==> src/rtl/mem_load_if.sv <==
// Byte-stream and memory-write bundle for the memory load controller.
// The master drives the byte stream and abort and sees the memory side.
// The slave is the controller: it consumes bytes and produces writes and status.
interface mem_load_if;
   logic [7:0] byte_in;
   logic       byte_valid;
   logic       byte_ready;
   logic       abort;
   logic [7:0] mem_data;
   logic [7:0] mem_addr;
   logic       mem_we;
   logic       busy;
   logic       done;
   logic [1:0] err_code;

   modport master (
      output byte_in, byte_valid, abort,
      input  byte_ready, mem_data, mem_addr, mem_we, busy, done, err_code
   );

   modport slave (
      input  byte_in, byte_valid, abort,
      output byte_ready, mem_data, mem_addr, mem_we, busy, done, err_code
   );
endinterface

==> src/rtl/mem_load_ctrl.sv <==
// Memory load controller: parses a byte stream of burst-write and clear-all
// commands and turns them into single-port memory writes. A burst is
// CMD_WRITE, start address, length, then length data bytes. A clear writes
// zero to every address, one per cycle. All outputs come from registers.
module mem_load_ctrl #(
   parameter int         MEM_DEPTH = 115,
   parameter logic [7:0] CMD_WRITE = 8'hA5,
   parameter logic [7:0] CMD_CLEAR = 8'hC3
) (
   input logic       clk,
   input logic       rst_n,
   mem_load_if.slave bus
);

   // Depth and last address held at 9 bits so MEM_DEPTH up to 256 still compares correctly.
   localparam logic [8:0] DEPTH_C = 9'(MEM_DEPTH);
   localparam logic [8:0] LAST_C  = 9'(MEM_DEPTH - 1);

   typedef enum logic [2:0] {
      IDLE  = 3'd0,
      ADDR  = 3'd1,
      LEN   = 3'd2,
      DATA  = 3'd3,
      CLEAR = 3'd4
   } state_t;

   state_t     state_r;
   logic [7:0] start_r;
   logic [7:0] len_r;
   logic [7:0] idx_r;
   logic [8:0] clr_cnt_r;
   logic [7:0] mem_data_r;
   logic [7:0] mem_addr_r;
   logic       mem_we_r;
   logic       done_r;
   logic [1:0] err_r;
   logic       busy_r;
   logic       ready_r;

   logic       accept_s;
   logic [8:0] end_sum_s;

   // A byte is consumed only when offered and the controller is ready.
   assign accept_s  = bus.byte_valid & ready_r;
   // Burst end address computed without wrap so oversize bursts are caught.
   assign end_sum_s = {1'b0, start_r} + {1'b0, bus.byte_in};

   assign bus.byte_ready = ready_r;
   assign bus.mem_data   = mem_data_r;
   assign bus.mem_addr   = mem_addr_r;
   assign bus.mem_we     = mem_we_r;
   assign bus.busy       = busy_r;
   assign bus.done       = done_r;
   assign bus.err_code   = err_r;

   // Command FSM with registered write port, status and handshake outputs.
   always_ff @(posedge clk or negedge rst_n) begin
      if (!rst_n) begin
         state_r    <= IDLE;
         start_r    <= 8'd0;
         len_r      <= 8'd0;
         idx_r      <= 8'd0;
         clr_cnt_r  <= 9'd0;
         mem_data_r <= 8'd0;
         mem_addr_r <= 8'd0;
         mem_we_r   <= 1'b0;
         done_r     <= 1'b0;
         err_r      <= 2'b00;
         busy_r     <= 1'b0;
         ready_r    <= 1'b1;
      end else begin
         // Write strobe and done are single-cycle unless re-asserted below.
         mem_we_r <= 1'b0;
         done_r   <= 1'b0;
         if (bus.abort) begin
            // Abort wins over any byte offered this cycle; error code is kept.
            state_r <= IDLE;
            busy_r  <= 1'b0;
            ready_r <= 1'b1;
         end else begin
            case (state_r)
               IDLE: begin
                  if (accept_s) begin
                     if (bus.byte_in == CMD_WRITE) begin
                        state_r <= ADDR;
                        busy_r  <= 1'b1;
                        err_r   <= 2'b00;
                     end else if (bus.byte_in == CMD_CLEAR) begin
                        // Address 0 is written straight away so the zero writes
                        // start the cycle after the command; the counter then
                        // points at the next address to clear.
                        state_r    <= CLEAR;
                        busy_r     <= 1'b1;
                        ready_r    <= 1'b0;
                        err_r      <= 2'b00;
                        mem_we_r   <= 1'b1;
                        mem_addr_r <= 8'd0;
                        mem_data_r <= 8'd0;
                        clr_cnt_r  <= 9'd1;
                        done_r     <= (DEPTH_C == 9'd1);
                     end else begin
                        err_r <= 2'b01;
                     end
                  end
               end
               ADDR: begin
                  if (accept_s) begin
                     start_r <= bus.byte_in;
                     if ({1'b0, bus.byte_in} >= DEPTH_C) begin
                        state_r <= IDLE;
                        busy_r  <= 1'b0;
                        err_r   <= 2'b10;
                     end else begin
                        state_r <= LEN;
                     end
                  end
               end
               LEN: begin
                  if (accept_s) begin
                     len_r <= bus.byte_in;
                     idx_r <= 8'd0;
                     if (bus.byte_in == 8'd0) begin
                        state_r <= IDLE;
                        busy_r  <= 1'b0;
                        done_r  <= 1'b1;
                     end else if (end_sum_s > DEPTH_C) begin
                        state_r <= IDLE;
                        busy_r  <= 1'b0;
                        err_r   <= 2'b11;
                     end else begin
                        state_r <= DATA;
                     end
                  end
               end
               DATA: begin
                  if (accept_s) begin
                     mem_we_r   <= 1'b1;
                     mem_data_r <= bus.byte_in;
                     mem_addr_r <= start_r + idx_r;
                     if (idx_r == (len_r - 8'd1)) begin
                        state_r <= IDLE;
                        busy_r  <= 1'b0;
                        done_r  <= 1'b1;
                     end else begin
                        idx_r <= idx_r + 8'd1;
                     end
                  end
               end
               CLEAR: begin
                  // Byte stream is stalled for the whole sweep, including the
                  // cycle carrying the final write and done.
                  if (clr_cnt_r == DEPTH_C) begin
                     state_r <= IDLE;
                     busy_r  <= 1'b0;
                     ready_r <= 1'b1;
                  end else begin
                     mem_we_r   <= 1'b1;
                     mem_addr_r <= clr_cnt_r[7:0];
                     mem_data_r <= 8'd0;
                     done_r     <= (clr_cnt_r == LAST_C);
                     clr_cnt_r  <= clr_cnt_r + 9'd1;
                  end
               end
               default: begin
                  state_r <= IDLE;
                  busy_r  <= 1'b0;
                  ready_r <= 1'b1;
               end
            endcase
         end
      end
   end

endmodule
==> src/flat_wrapper.sv <==
// flat-port wrapper written by rule: the top's interface ports become plain ports
module mem_load_ctrl_flat 
#(
   parameter int         MEM_DEPTH = 115,
   parameter logic [7:0] CMD_WRITE = 8'hA5,
   parameter logic [7:0] CMD_CLEAR = 8'hC3
)
  (clk, rst_n, bus_byte_in, bus_byte_valid, bus_abort, bus_byte_ready, bus_mem_data, bus_mem_addr, bus_mem_we, bus_busy, bus_done, bus_err_code);
  mem_load_if bus_i ();
  input logic clk;
  input logic rst_n;
  input wire logic [$bits(bus_i.byte_in)-1:0] bus_byte_in;
  input wire logic [$bits(bus_i.byte_valid)-1:0] bus_byte_valid;
  input wire logic [$bits(bus_i.abort)-1:0] bus_abort;
  output wire logic [$bits(bus_i.byte_ready)-1:0] bus_byte_ready;
  output wire logic [$bits(bus_i.mem_data)-1:0] bus_mem_data;
  output wire logic [$bits(bus_i.mem_addr)-1:0] bus_mem_addr;
  output wire logic [$bits(bus_i.mem_we)-1:0] bus_mem_we;
  output wire logic [$bits(bus_i.busy)-1:0] bus_busy;
  output wire logic [$bits(bus_i.done)-1:0] bus_done;
  output wire logic [$bits(bus_i.err_code)-1:0] bus_err_code;
  assign bus_i.byte_in = bus_byte_in;
  assign bus_i.byte_valid = bus_byte_valid;
  assign bus_i.abort = bus_abort;
  assign bus_byte_ready = bus_i.byte_ready;
  assign bus_mem_data = bus_i.mem_data;
  assign bus_mem_addr = bus_i.mem_addr;
  assign bus_mem_we = bus_i.mem_we;
  assign bus_busy = bus_i.busy;
  assign bus_done = bus_i.done;
  assign bus_err_code = bus_i.err_code;
  mem_load_ctrl #(.MEM_DEPTH(MEM_DEPTH), .CMD_WRITE(CMD_WRITE), .CMD_CLEAR(CMD_CLEAR)) u_core (.clk(clk), .rst_n(rst_n), .bus(bus_i));
endmodule
==> config.mk <==
export PLATFORM = sky130hd
export DESIGN_NAME = mem_load_ctrl_flat
export DESIGN_NICKNAME = d
export VERILOG_FILES = /design/src/rtl/mem_load_if.sv /design/src/rtl/mem_load_ctrl.sv /design/src/flat_wrapper.sv
export SDC_FILE = /design/constraint.sdc
export NUM_CORES = 1
export LEC_CHECK = 0
export CORE_AREA = 5 5 89 91
export CTS_CLUSTER_SIZE = 40
export DETAILED_ROUTE_END_ITERATION = 16
export DIE_AREA = 0 0 94 96
export PLACE_DENSITY = 0.72
export REMOVE_ABC_BUFFERS = 1
export SETUP_SLACK_MARGIN = 0.3
export SLEW_MARGIN = 15
export SYNTH_ARGS = -nofsm -noshare
export SYNTH_HDL_FRONTEND = slang
export SYNTH_SLANG_ARGS = --single-unit
==> constraint.sdc <==
create_clock -name clk -period 3.1 [get_ports clk]
set_clock_uncertainty 0.05 [all_clocks]
set_input_delay 0.465 -clock clk [delete_from_list [all_inputs] [get_ports clk]]
set_output_delay 0.465 -clock clk [all_outputs]
set_load 0.005 [all_outputs]
==> results.py <==
metrics = {
    "power": {
        "p_per_area_nw_per_um2": 407,
        "leakagePower_nw": 1.93,
        "ir_drop_mv": 0.229,
    },
    "routing": {
        "via_count": 3131,
        "drt-pass1-iter-count": 4,
        "drc": 0,
        "drt_wl_total_um": 8860,
        "wl_per_cell_um": 16.2,
        "drt-initial-drc-count": 258,
        "vias_per_cell": 5.71,
        "antenna_left": 0,
    },
    "worst_setup_path": {
        "cp_slowest_cell": "a2111oi_1",
        "worstSetupPathType": "in2reg",
        "cp_data_arrival_time_ns": 2.86,
        "cp.required_ns": 3.27,
        "crit_fanout": 3,
        "path_buf_inv": 2,
        "crit_chain": "clkdlybuf4s50_1 -> ha_1 -> fa_1 -> a211oi_2 -> o21ai_0 -> a2111oi_1 -> buf_4 -> o31ai_1 -> o21ai_0 -> a21oi_1",
        "critPathTopFamily": "compound AO/OA/AOI/OAI gates",
        "critical-path-max-stage-delay_ns": 0.44,
        "critPathLaunchType": "primary input",
        "end_kind": "flip-flop",
        "cp_common_cell": "o21ai_0",
    },
    "logic_synthesis": {
        "syn_avg_cell_area_um2": 9.21,
        "ys_seq_area_frac": 0.402,
        "synth_warnings": 0,
        "ys_ff_latch": 58,
        "synth_ff_type": "dfrtp_1",
        "async_flop_share": 1.00,
        "synth_cell_type_count": 58,
        "postSynthCellCount": 392,
        "synth-edff-count": 0,
        "syn_area_um2": 3610,
    },
    "grt": {
        "grt_util_met1": 0.264,
        "met2_usage": 0.365,
        "grt_util_met3": 0.0547,
        "antenna_found_initial": 0,
        "grt_max_degree": 27,
        "grt_pass1_wl_um": 14900,
        "grt_pass1_vias": 3079,
        "busiest_layer": "met2",
        "grt.overflow.total": 0,
        "grt.total_usage": 0.213,
    },
    "finish": {
        "antenna_cells": 0,
        "synthToLayoutAreaGrowth_pct": 20.5,
        "finalInstanceArea_um2": 4350,
        "layout-drive-gt1-share": 0.131,
        "final_common_cell": "dfrtp_1",
        "final_cells": 548,
        "layout_common_cells": "dfrtp_1 (57), nand2_1 (41), clkdlybuf4s50_1 (32)",
        "final_nets": 477,
    },
    "worst_hold_path": {
        "worst_hold_path_type": "in2async",
    },
    "clock_tree": {
        "ctsHtreeMaxLevel": 3,
        "clk_latency_ns": 0.34,
        "cts.sinks": 58,
        "cts-root-buf": "clkbuf_8",
        "cts_tree": "done",
        "clock_path_buffers": 2,
        "cts_hold_buffers": 0,
        "post_cts_buffers": 0,
        "path_clk_slew_ns": 0.07,
        "cts_inserted_buffers": 9,
    },
    "status": {
        "status": "finished, final reports clean",
    },
    "sta": {
        "period_share": 0.867,
        "clock.fmax_ghz": 0.372,
        "finalHoldViolCount": 0,
        "drv_slew": 0,
        "fin_ws_ns": 0.413,
        "finalSetupViolCount": 0,
        "slew_headroom": 0.610,
        "post-route-min-period_ns": 2.69,
        "rsz0062_at_grt": "no",
        "worstMarginPinSlew_ns": 0.584,
        "totalNegativeSetupSlack_ns": 0,
    },
    "placed_design": {
        "place_ws_ns": 0.0459,
        "post-place-cells": 532,
        "place_area_um2": 4150,
        "gp_congestion": 0.945,
        "hpwl_um": 6610,
        "io_buffer_count": 33,
    },
    "die": {
        "rows": 31,
        "initial_core_util": 0.511,
        "die_h_um": 96,
        "boundaryPins": 34,
        "coreArea_um2": 7060,
        "die-area_um2": 9020,
        "die_w_um": 94,
    },
    "flow_run": {
        "drv_cap": 0,
    },
}
==> flip-flops by register name (all words and copies together) (netlist names) <==
name,cells
u_core.bus.mem_addr,8
u_core.len_r,8
u_core.bus.busy,1
u_core.bus.mem_we,1
u_core.bus.mem_data,8
u_core.bus.done,1
u_core.start_r,8
u_core.idx_r,8
u_core.bus.byte_ready,1
u_core.clr_cnt_r,9
u_core.state_r,3
u_core.bus.err_code,2
==> metrics by stage <==
step                total power [W]  hold WS [ns]  utilization
global placement            0.00113         0.431        0.588
finish                      0.00177        0.0732        0.616
CTS                         0.00178        0.0783        0.613
detailed placement          0.00114         0.437        0.588
floorplan                  0.000992         0.119            -
global route                0.00186         0.116        0.616
==> power by group <==
part	internal, W	total (W)	leakage (nW)	switching, W
sequential	0.000804	0.000845	0.742	0.0000407
combinational	0.000151	0.000290	1.10	0.000139
clock	0.000311	0.000637	0.0847	0.000326
total	0.00127	0.00177	1.93	0.000506
==> cells by family after synthesis <==
logic type / synth area share
simple gates: 0.198
compound gates: 0.173
flops: 0.402
buf+inv: 0.0444
xor+xnor: 0.0718
fa+ha+maj: 0.0770
mux: 0.0333
==> final timing paths <==
kind	from	endpoint	slack, ns	cells after the start
setup / recovery	bus_byte_in[0]	u_core.bus.busy	0.41	10
hold / removal	rst_n	u_core.clr_cnt_r[2]	0.07	1
setup reg to reg	u_core.start_r[0]	u_core.bus.busy	0.51	9
hold reg to reg	u_core.len_r[7]	u_core.len_r[7]	0.45	2
max in group asynchronous	rst_n	u_core.bus.byte_ready	2.24	2
min in group clk	u_core.len_r[7]	u_core.len_r[7]	0.45	2
==> what timing repair did <==
| action | CTS | global route |
|---|---|---|
| endpoints found under the setup margin | 0 | 13 |
| endpoints found under the hold margin | 0 | 0 |
| gates resized for setup | 0 | 5 |
==> metal layers <==
metal	wire length, um	share of wire	vias to the layer above
met5	0	0	-
met4	174	0.020	0
met3	472	0.053	14
met2	4390	0.50	98
met1	3820	0.43	1504
li1	-	-	1515
==> area by class of cell <==
type                            count  area, um^2
Clock buffer                       10         138
Clock inverter                      6        41.3
Fill cell                         631        2710
Inverter                           25        93.8
Multi-Input combinational cell    297        2020
Sequential cell                    58        1450
Tap cell                           99         124
Timing Repair Buffer               53         475
==> cells in the mapped netlist (all sizes together), types with 3 or more instances <==
cell type	number	area [um^2]
dfrtp	57	1430
nand2	42	158
nor2	27	101
o21ai	27	139
inv	25	93.8
a21oi	22	110
ha	19	238
xnor2	19	166
nand3	16	80.1
nor3	13	76.3
nand4	9	56.3
buf	8	51.3
mux2	8	90.1
or3	8	55.1
xor2	8	70.1
a22oi	7	52.6
nor4	6	37.5
a21o	5	37.5
a211oi	4	35.0
and2	4	25.0
clkbuf	4	15.0
o21bai	4	30.0
o31ai	4	30.0
mux2i	3	30.0
o211ai	3	22.5
or4	3	22.5
Note: power is estimated with default switching activity, not from simulation.
